`src/rtl/arb3_rr.sv`:
```
// Three-source round-robin packet arbiter: locks the winning source until its
// packet ends or the burst limit is hit, and drives the registered mux3 select.
module arb3_rr #(
   parameter int unsigned MAXBURST = 4
) (
   input  logic       clk,
   input  logic       rst_n,
   input  logic [2:0] req,
   input  logic [2:0] last,
   output logic [2:0] ack,
   output logic       o_valid,
   input  logic       o_ready,
   output logic [1:0] s,
   output logic       busy,
   output logic       dbg_lock,
   output logic [1:0] dbg_prev,
   output logic [3:0] dbg_cnt
);

   // Handshake: a beat transfers on any cycle where the locked source's req
   // (presented as o_valid) and the consumer's o_ready are both high; ack of
   // the locked source mirrors o_ready, all other acks stay low.

   typedef enum logic {
      IDLE = 1'b0,
      LOCK = 1'b1
   } state_t;

   localparam logic [3:0] MB = 4'(MAXBURST);

   state_t     state, state_nxt;
   logic [1:0] prev, prev_nxt;
   logic [1:0] s_nxt;
   logic [3:0] cnt, cnt_nxt;
   logic       busy_nxt;

   logic [1:0] cand1, cand2, cand3, winner;
   logic       req_s, last_s, beat, burst_hit, rel;
   logic [3:0] cnt_inc;

   function automatic logic [1:0] next_src(input logic [1:0] x);
      return (x >= 2'd2) ? 2'd0 : x + 2'd1;
   endfunction

   function automatic logic bit_of(input logic [2:0] v, input logic [1:0] i);
      logic b;
      case (i)
         2'd0:    b = v[0];
         2'd1:    b = v[1];
         2'd2:    b = v[2];
         default: b = 1'b0;
      endcase
      return b;
   endfunction

   function automatic logic [2:0] onehot(input logic [1:0] i);
      logic [2:0] v;
      case (i)
         2'd0:    v = 3'b001;
         2'd1:    v = 3'b010;
         2'd2:    v = 3'b100;
         default: v = 3'b000;
      endcase
      return v;
   endfunction

   // Search order starts just after the last granted source.
   always_comb begin
      cand1 = next_src(prev);
      cand2 = next_src(cand1);
      cand3 = next_src(cand2);
      if (bit_of(req, cand1))
         winner = cand1;
      else if (bit_of(req, cand2))
         winner = cand2;
      else
         winner = cand3;
   end

   always_comb begin
      req_s     = bit_of(req, s);
      last_s    = bit_of(last, s);
      beat      = (state == LOCK) && req_s && o_ready;
      cnt_inc   = (cnt == 4'hF) ? cnt : cnt + 4'd1;
      burst_hit = (MB != 4'd0) && (cnt_inc == MB);
      rel       = beat && (last_s || burst_hit);
   end

   always_comb begin
      state_nxt = state;
      s_nxt     = s;
      prev_nxt  = prev;
      cnt_nxt   = cnt;
      busy_nxt  = busy;
      ack       = 3'b000;
      o_valid   = 1'b0;
      case (state)
         IDLE: begin
            if (req != 3'b000) begin
               state_nxt = LOCK;
               s_nxt     = winner;
               busy_nxt  = 1'b1;
               cnt_nxt   = 4'd0;
            end
         end
         LOCK: begin
            o_valid = req_s;
            ack     = onehot(s) & {3{o_ready}};
            if (beat)
               cnt_nxt = cnt_inc;
            if (rel) begin
               state_nxt = IDLE;
               prev_nxt  = s;
               busy_nxt  = 1'b0;
            end
         end
         default: state_nxt = IDLE;
      endcase
   end

   always_ff @(posedge clk or negedge rst_n) begin
      if (!rst_n) begin
         state <= IDLE;
         s     <= 2'd0;
         prev  <= 2'd2;
         cnt   <= 4'd0;
         busy  <= 1'b0;
      end else begin
         state <= state_nxt;
         s     <= s_nxt;
         prev  <= prev_nxt;
         cnt   <= cnt_nxt;
         busy  <= busy_nxt;
      end
   end

   assign dbg_lock = (state == LOCK);
   assign dbg_prev = prev;
   assign dbg_cnt  = cnt;

endmodule
```
`config.mk`:
```
export PLATFORM = sky130hd
export DESIGN_NAME = arb3_rr
export DESIGN_NICKNAME = d
export VERILOG_FILES = /design/src/rtl/arb3_rr.sv
export SDC_FILE = /design/constraint.sdc
export NUM_CORES = 1
export LEC_CHECK = 0
export ABC_AREA = 1
export BUFFER_PORTS_ARGS = -buffer_cell sky130_fd_sc_hd__buf_4
export CORE_ASPECT_RATIO = 1.1
export CORE_MARGIN = 1
export CORE_UTILIZATION = 45
export DETAILED_ROUTE_END_ITERATION = 8
export PLACE_DENSITY_LB_ADDON = 0.12
export SYNTH_ARGS = -nofsm -noshare
export SYNTH_HDL_FRONTEND = slang
export SYNTH_SLANG_ARGS = --single-unit
```
`constraint.sdc`:
```
create_clock -name clk -period 2.7 [get_ports clk]
set_clock_uncertainty 0.15 [all_clocks]
set_input_delay 0.135 -clock clk [delete_from_list [all_inputs] [get_ports clk]]
set_output_delay 0.135 -clock clk [all_outputs]
set_load 0.005 [all_outputs]
```
After elaboration in Yosys (flattened, before gate mapping)
Cells that the tools add are included.
- shift-type cells: 0
- reduce and logical (&&, ||, !) cells: 12
- add/subtract/negate cells: 4
- bitwise operators: 2
- multiplexer cells: 24
- divide/modulo/power cells: 0
- equal/unequal tests: 11
- order comparisons: 3
- $mul: 0
- operators by type and width (cell ; number):
    2-to-1 mux 4 bit ; 3
    case mux 1 bit (3 select lines) ; 4
    2-to-1 mux 2 bit ; 5
    case mux 3 bit (3 select lines) ; 1
    case mux 4 bit (2 select lines) ; 1
    AND reduction 2 bit ; 4
    adder 2 x 1 -> 2 bit, second input constant ; 3
    equality test 2 x 1 -> 1 bit, second input constant ; 3
    equality test 2 bit, second input constant ; 3
    greater-or-equal comparator 2 bit, second input constant ; 3
    logical NOT 2 bit ; 3
    2-to-1 mux 1 bit ; 6
    2-to-1 mux 3 bit ; 2
    adder 4 x 1 -> 4 bit, second input constant ; 1
    equality test 4 x 3 -> 1 bit, second input constant ; 1
    equality test 4 bit, second input constant ; 1
    != test 2 x 1 -> 1 bit, second input constant ; 2
    case mux 1 bit (2 select lines) ; 2
    AND 3 bit ; 1
    logical AND 1 bit ; 3
    nonzero test 3 bit ; 1
    != test 2 bit, second input constant ; 1
    logical OR 1 bit ; 1
    inverter 1 bit ; 1
- bits in writable memories: 0
- bits in read-only memories: 0
- input port bits: 9
- output and inout port bits: 14
- register bits after elaboration: 10
- logic and storage cells: 61
- bits in latches: 0
- memories kept: 0

Depth between registers and ports, before layout
Gate-level depths: netlist of the first run.
- word-level depth: 9
- gate-level depth with buffers: 11
- mapped depth without buffers: 10

Least setup slack after synthesis of the first run
No wires, ideal clock.
- kind: reg-to-reg
- start point: register cnt[0], in the netlist dbg_cnt[0]
- end point: register state, in the netlist dbg_lock
- cell stages (with the launch flop): 10
- arrival time: 1.335 ns
- clock period less this slack: 1.606 ns
- buffers on the path: 0
- required time: 2.429 ns
- setup slack: 1.094 ns
- library setup time: 0.121 ns
- path through: dfrtp_1 ha_1 nand3_1 nand2_1 nand2_1 nand2_1 o21bai_2 nand2_2 nand2_1 nand2_1
- word-level cells in the longest chain between the ends: 7
- elaborated cells between the ends (all ways): 8
- those cells by class: add/sub (1); eq/ne (2); mux (3); reduce/logical (2)
- ends and longest elaborated chain (element ; RTL line ; text):
    start: declaration ; 34 ; logic [3:0] cnt, cnt_nxt;
    start signal: assignment ; 132 ; cnt <= cnt_nxt;
    adder 4 x 1 -> 4 bit / equality test 4 bit (equally long branches) ; 84 ; cnt_inc = (cnt == 4'hF) ? cnt : cnt + 4'd1;
    2-to-1 mux 4 bit * ; 84 ;
    equality test 4 x 3 -> 1 bit * ; 85 ; burst_hit = (MB != 4'd0) && (cnt_inc == MB);
    logical OR 1 bit * ; 86 ; rel = beat && (last_s || burst_hit);
    logical AND 1 bit * ; 86 ;
    2-to-1 mux 1 bit * ; 111 ; if (rel) begin
    case mux 1 bit (2 select lines) * ; 97 ; case (state)
    net state_nxt ; 31 ; state_t state, state_nxt;
    end signal: assignment ; 129 ; state <= state_nxt;
    end: declaration ; 31 ;
The timed path passes the listed nets; every way through them passes the cells marked *.
A chain may end at the register's enable or synchronous reset.

Worst setup path after layout of the first run
Same ends and word-level chain as after synthesis.

==> results of run 1 <==
-- per-stage QoR --
step	cell area (µm²)	setup WS (ns)	hold WS (ns)	util
floorplan	656	1.09	-0.311	-
global placement	826	1.02	-0.184	0.604
detailed placement	826	0.950	-0.181	0.604
CTS	872	0.938	0.0559	0.638
global route	872	0.777	0.0623	0.638
finish	872	0.918	0.0543	0.638
-- where the power goes --
part / total (mW) / internal (mW) / leakage, nW / switching, mW
clock: 0.134 / 0.0818 / 0.0210 / 0.0518
sequential: 0.321 / 0.213 / 0.121 / 0.108
combinational: 0.467 / 0.227 / 0.327 / 0.240
-- cell families after synthesis --
| logic type | count (synthesis) |
|---|---|
| AO/OA/AOI/OAI | 13 |
| buffers and inverters | 16 |
| adder cells (fa/ha/maj) | 1 |
| flip-flops | 10 |
| AND/OR/NAND/NOR | 52 |
-- worst max-delay path by stage --
stage	start	slack [ns]	cells past startpoint	to
2_1_floorplan	dbg_cnt[0]	1.09	9	dbg_lock
3_3_place_gp	dbg_cnt[0]	1.02	9	busy
3_5_place_dp	dbg_cnt[0]	0.95	9	dbg_lock
4_1_cts	dbg_cnt[0]	0.94	9	dbg_lock
5_1_grt	dbg_cnt[0]	0.78	9	dbg_lock
6_report	dbg_cnt[0]	0.92	9	dbg_lock
-- final cells by class --
type,instances,area (µm²)
fillers,120,494
multi-input cells,66,337
flip-flops and latches,10,251
repair buffers,23,175
inverters,14,52.6
clock buffers,4,36.3
well taps,16,20.0
-- cells in the final DEF (no fill, tap or decap), drive strengths merged --
master,synthesis,routed
a21oi,2,2
nand3,12,12
inv,14,14
o21ai,5,5
o21bai,1,1
clkbuf,0,4
ha,1,1
nor2,5,5
nor3,5,5
a31oi,2,2
nand4,2,2
o22ai,3,3
dfrtp,9,9
buf,2,22
dlygate4sd3,0,1
nand2,28,28
dfstp,1,1
-- registers in the layout, indices dropped and copies added (netlist names) --
signal    count
s             2
dbg_lock      1
busy          1
dbg_prev      2
dbg_cnt       4
-- layer usage --
layer | vias up | track usage
met2 | 11 | 0.336
met5 | - | 0
met4 | 0 | 0.103
li1 | 357 | -
met3 | 2 | 0.0319
met1 | 324 | 0.287
-- worst register-to-register path: stages, from the launching register on --
cell and delay, ns:
dfrtp_1 0.43, ha_1 0.27, nand3_1 0.15, nand2_1 0.06
nand2_1 0.09, nand2_1 0.07, o21bai_2 0.21, nand2_2 0.11
nand2_1 0.07, nand2_1 0.06
==> impl_metrics.csv, run 1 <==
group,metric,value,unit
run_status,outcome,"finished, final reports clean",
synth,ys_top_cells_by_count,"26 x nand2_1, 11 x nand3_1, 10 x inv_1",
synth,synth_mux_area_frac,0,
sta,slew_headroom,0.751,
drt,antenna_left,0,
sta,final_hold_viol_count,0,
sta,period_minus_slack,1.78,ns
synth,synth_fa_ha_area_frac,0.0191,
clock_tree,clock_path_buffers,2,
drt,wirelength,1.48,mm
worst_setup_path,path_max_fanout,5,
floorplanning,std_cell_rows,14,
sta,period_share,0.660,
worst_hold_path,min_from,"o_ready",
clock_tree,post_cts_resized,0,
placement,portBuffers,22,
worst_setup_path,crit_required,2.70,ns
clock_tree,clock_tree.root_cell,"clkbuf_4",
synth,synth_edf_count,0,
synth,synth_area_per_cell,7.13,µm²
worst_hold_path,worstHoldPathCells,4,
sta,setup_viol,0,
worst_setup_path,cp-end-kind,"flip-flop",
placement,gp_congestion,0.758,
power_and_ir_drop,power.leakage,0.470,nW
finish,drive_gt1_frac,0.325,
drt,drtIter0Drc,13,
power_and_ir_drop,peakVddDrop,0.719,mV
worst_setup_path,r2r-start,"dbg_cnt[0]",
drt,drc,0,
synth,synthArstFlopShare,1.00,
drt,dr.pass1.iters,4,
worst_setup_path,worstSetupPathType,"flip-flop to flip-flop",
floorplanning,start_util,0.480,
clock_tree,clock_sinks,10,
worst_setup_path,critPathTopFamily,"simple AND/OR/NAND/NOR gates",
grt,grt-ovfl-total,0,
run,max-cap-violations,0,
worst_setup_path,cp_num_buf_inv,0,
worst_setup_path,ff2ff_setup_slack,0.92,ns
worst_setup_path,cp.arrival,1.78,ns
clock_tree,cts_made_buffers,3,
drt,dr_wl_met3,39,µm
power_and_ir_drop,finalPower,0.922,mW
worst_setup_path,crit_chain,"ha_1 > nand3_1 > nand2_1 > nand2_1 > nand2_1 > o21bai_2 > nand2_2 > nand2_1 > nand2_1",
synth,synthCells,92,
worst_setup_path,reg2reg_to,"dbg_lock",
finish,antenna_cells,0,
synth,seq_area_frac_synth,0.384,
finish,nNetsFinal,128,
clock_tree,cts_tree,"done",
floorplanning,die_h,42.0,µm
sta,tightestPinTransition,0.373,ns
synth,synth_cell_type_count,20,
sta,max_freq,561,MHz
placement,dp_hpwl,1.17,mm
synth,synth_warnings,0,
synth,synth_area_leader_cell,"dfrtp_1",
sta,maxSlewViolCount,0,
synth,synth-seq-cells,10,
synth,synth_top_area_frac,0.344,
drt,routed-via-count,694,
worst_setup_path,crit_slowest_cell,"dfrtp_1",
clock_tree,htreeDepth,1,
drt,via_per_inst,5.22,
drt,top_layer_used,"met4",
synth,synth_most_common_cell,"nand2_1",
clock_tree,clkTransAtPathRegs,0.07,ns
grt,antenna_found_initial,0,
grt,grt_max_degree,11,
floorplanning,die-area,0.00161,mm²
clock_tree,cts_setup_buffers,0,
placement,dp_cells,128,
sta,setup_tns,0,ns
synth,synth_top_family_by_area,"simple AND/OR/NAND/NOR gates",
synth,synth-simple-area-share,0.365,
finish,final_cells,133,
grt,grt_pass1_wl,2.48,mm
worst_hold_path,hold_path.class,"input port to flip-flop",
worst_setup_path,max_stage_delay,0.43,ns
worst_hold_path,hold-path-endpoint,"dbg_cnt[2]",
sta,rsz0062_at_grt,"no",
synth,synth_xor_xnor_area_share,0,
drt,wire_per_inst,11.1,µm
finish,area_delta_synth_final,33.0,%
floorplanning,die_w,38.4,µm
drt,wl_met2,737,µm
worst_setup_path,cpMostUsedCell,"nand2_1",
clock_tree,hold_buffers,1,
worst_setup_path,ff2ff_path_depth,9,
clock_tree,clk_latency,0.26,ns
synth,synth_nets,102,
floorplanning,ios,23,
drt,wl_met1,690,µm
grt,grt_pass1_vias,614,
synth,syn-cell-area,656,µm²
grt,grt_usage,0.215,
worst_setup_path,startpoint_type,"flip-flop",
synth,synth_compound_area_frac,0.130,
floorplanning,core,0.00137,mm²
synth,synthTopCellsByArea,"dfrtp_1 34%, nand2_1 15%, nand3_1 8.4%",
synth,synth_ff_type,"dfrtp_1",
power_and_ir_drop,p_per_area,1060,mW/mm²
Power figures use the tool's default switching activity.
==> run 2: changes to the inputs <==
==> constraint.sdc (replaced) <==
create_clock -name clk -period 1.8 [get_ports clk]
set_clock_uncertainty 0.15 [all_clocks]
set_input_delay 0.09 -clock clk [delete_from_list [all_inputs] [get_ports clk]]
set_output_delay 0.09 -clock clk [all_outputs]
set_load 0.005 [all_outputs]
==> run 2 against run 1 <==
  * Maximum frequency is 6.0% higher
  * Sequential power is 52% higher
  * First-iteration DRC count is 31% higher
  * Core utilization is 3.4 points higher
  * Combinational power is 66% higher
  * Flip-flop and latch count stayed put
==> impl_metrics.csv, run 2 (same netlist as run 1, synthesis figures left out) <==
group,metric,value,unit
clock_tree,clock_tree.root_cell,"clkbuf_4",
clock_tree,clkTransAtPathRegs,0.07,ns
finish,drive_gt1_frac,0.372,
worst_setup_path,ff2ff_setup_slack,0.12,ns
drt,drc,0,
worst_setup_path,cp-end-kind,"flip-flop",
floorplanning,die_h,42.0,µm
drt,drtIter0Drc,17,
floorplanning,start_util,0.480,
grt,grt_pass1_vias,595,
worst_setup_path,cpMostUsedCell,"nand2_1",
grt,grt_max_degree,11,
drt,dr.pass1.iters,4,
finish,final_common_cell,"buf_4",
floorplanning,die-area,0.00161,mm²
sta,maxSlewViolCount,0,
finish,final_cells,137,
sta,slew_headroom,0.759,
finish,layout_common_cells,"26 x buf_4, 25 x nand2_1, 11 x nand3_1",
placement,pre_cts_slack,0.0486,ns
worst_setup_path,crit_chain,"ha_4 > nand2_2 > inv_1 > o21ai_2 > nand2_1 > o21bai_2 > nand2_2 > nand2_1 > nand2_1",
sta,tightestPinTransition,0.362,ns
floorplanning,ios,23,
sta,period_minus_slack,1.68,ns
worst_setup_path,path_max_fanout,5,
floorplanning,die_w,38.4,µm
clock_tree,cts_tree,"done",
worst_setup_path,crit_required,1.80,ns
drt,wire_per_inst,11.4,µm
sta,setup_ws,0.119,ns
sta,period_share,0.934,
placement,portBuffers,22,
finish,utilization,0.672,
clock_tree,cts_made_buffers,3,
sta,final_hold_viol_count,0,
worst_setup_path,crit_slowest_cell,"dfrtp_2",
drt,antenna_left,0,
grt,grt_pass1_wl,2.47,mm
power_and_ir_drop,finalPower,1.47,mW
grt,antenna_found_initial,0,
worst_setup_path,max_stage_delay,0.44,ns
clock_tree,clk_latency,0.27,ns
finish,antenna_cells,0,
finish,nNetsFinal,132,
finish,area_delta_synth_final,40.1,%
grt,grt_usage,0.209,
power_and_ir_drop,power.leakage,0.489,nW
drt,wirelength,1.56,mm
run,max-cap-violations,0,
clock_tree,htreeDepth,1,
drt,routed-via-count,718,
clock_tree,clock_sinks,10,
worst_setup_path,startpoint_type,"flip-flop",
clock_tree,clock_path_buffers,2,
worst_hold_path,hold_path.class,"input port to flip-flop",
sta,max_freq,595,MHz
worst_setup_path,cp.arrival,1.69,ns
grt,grt-ovfl-total,0,
floorplanning,core,0.00137,mm²
sta,setup_viol,0,
power_and_ir_drop,peakVddDrop,0.947,mV
run_status,outcome,"finished, final reports clean",
drt,via_per_inst,5.24,
finish,largest_reg_flops,4,
placement,dp_cells,128,
worst_setup_path,worstSetupPathType,"flip-flop to flip-flop",
placement,dp_hpwl,1.17,mm
placement,gp_congestion,0.758,
power_and_ir_drop,p_per_area,1600,mW/mm²
floorplanning,std_cell_rows,14,
## run 2: changes by cell type in the layout (fill, tap and decap cells not counted), sizes merged
cell  previous run  this run
buf             22        26
## run 2: what timing repair did
action,4_1_cts,5_1_grt
buffers inserted,0,4
hold buffers,1,0
endpoints found under the hold margin,10,0
setup endpoints to repair,0,4
resized for setup,0,4
## run 2: layout make-up
class,count,area [µm²]
inverters,14,52.6
fillers,120,448
repair buffers,27,205
multi-input cells,66,352
clock buffers,4,36.3
flip-flops and latches,10,253
well taps,16,20.0
## run 2: layer usage
metal  part of all wire  up-vias  GRT usage  wire length, µm
met5                  0        -          0                0
met4              0.011        0     0.0621               17
met3              0.046        2     0.0319               72
met2               0.51       23      0.322              789
met1               0.43      329      0.301              676
li1                   -      364          -                -
## run 2: final timing paths
path,to,startpoint,cells past startpoint
max reg2reg,dbg_lock,dbg_cnt[0],9
max,dbg_lock,dbg_cnt[0],9
max in group asynchronous,dbg_prev[1],rst_n,2
min,s[1],req[2],3
min in group asynchronous,busy,rst_n,2
min reg2reg,busy,busy,2
## run 2: power breakdown
part / internal (mW) / switching (mW)
Combinational: 0.397 / 0.380
Clock: 0.123 / 0.0809
Sequential: 0.322 / 0.168
Total: 0.842 / 0.629
## run 2: stage by stage
step	setup TNS, ns	hold slack (ns)	area [µm²]
finish	0	0.00618	918
global route	-0.00673	0.00378	918
CTS	0	0.00413	872
detailed placement	0	-0.226	826
global placement	0	-0.229	826
floorplan	0	-0.356	656
## run 2: worst max-delay path, delay by kind of cell (launching register included)
kind	cells	cell delay, ns
flops	1	0.44
simple gates	5	0.38
compound gates	2	0.36
fa+ha+maj	1	0.19
buf+inv	1	0.05
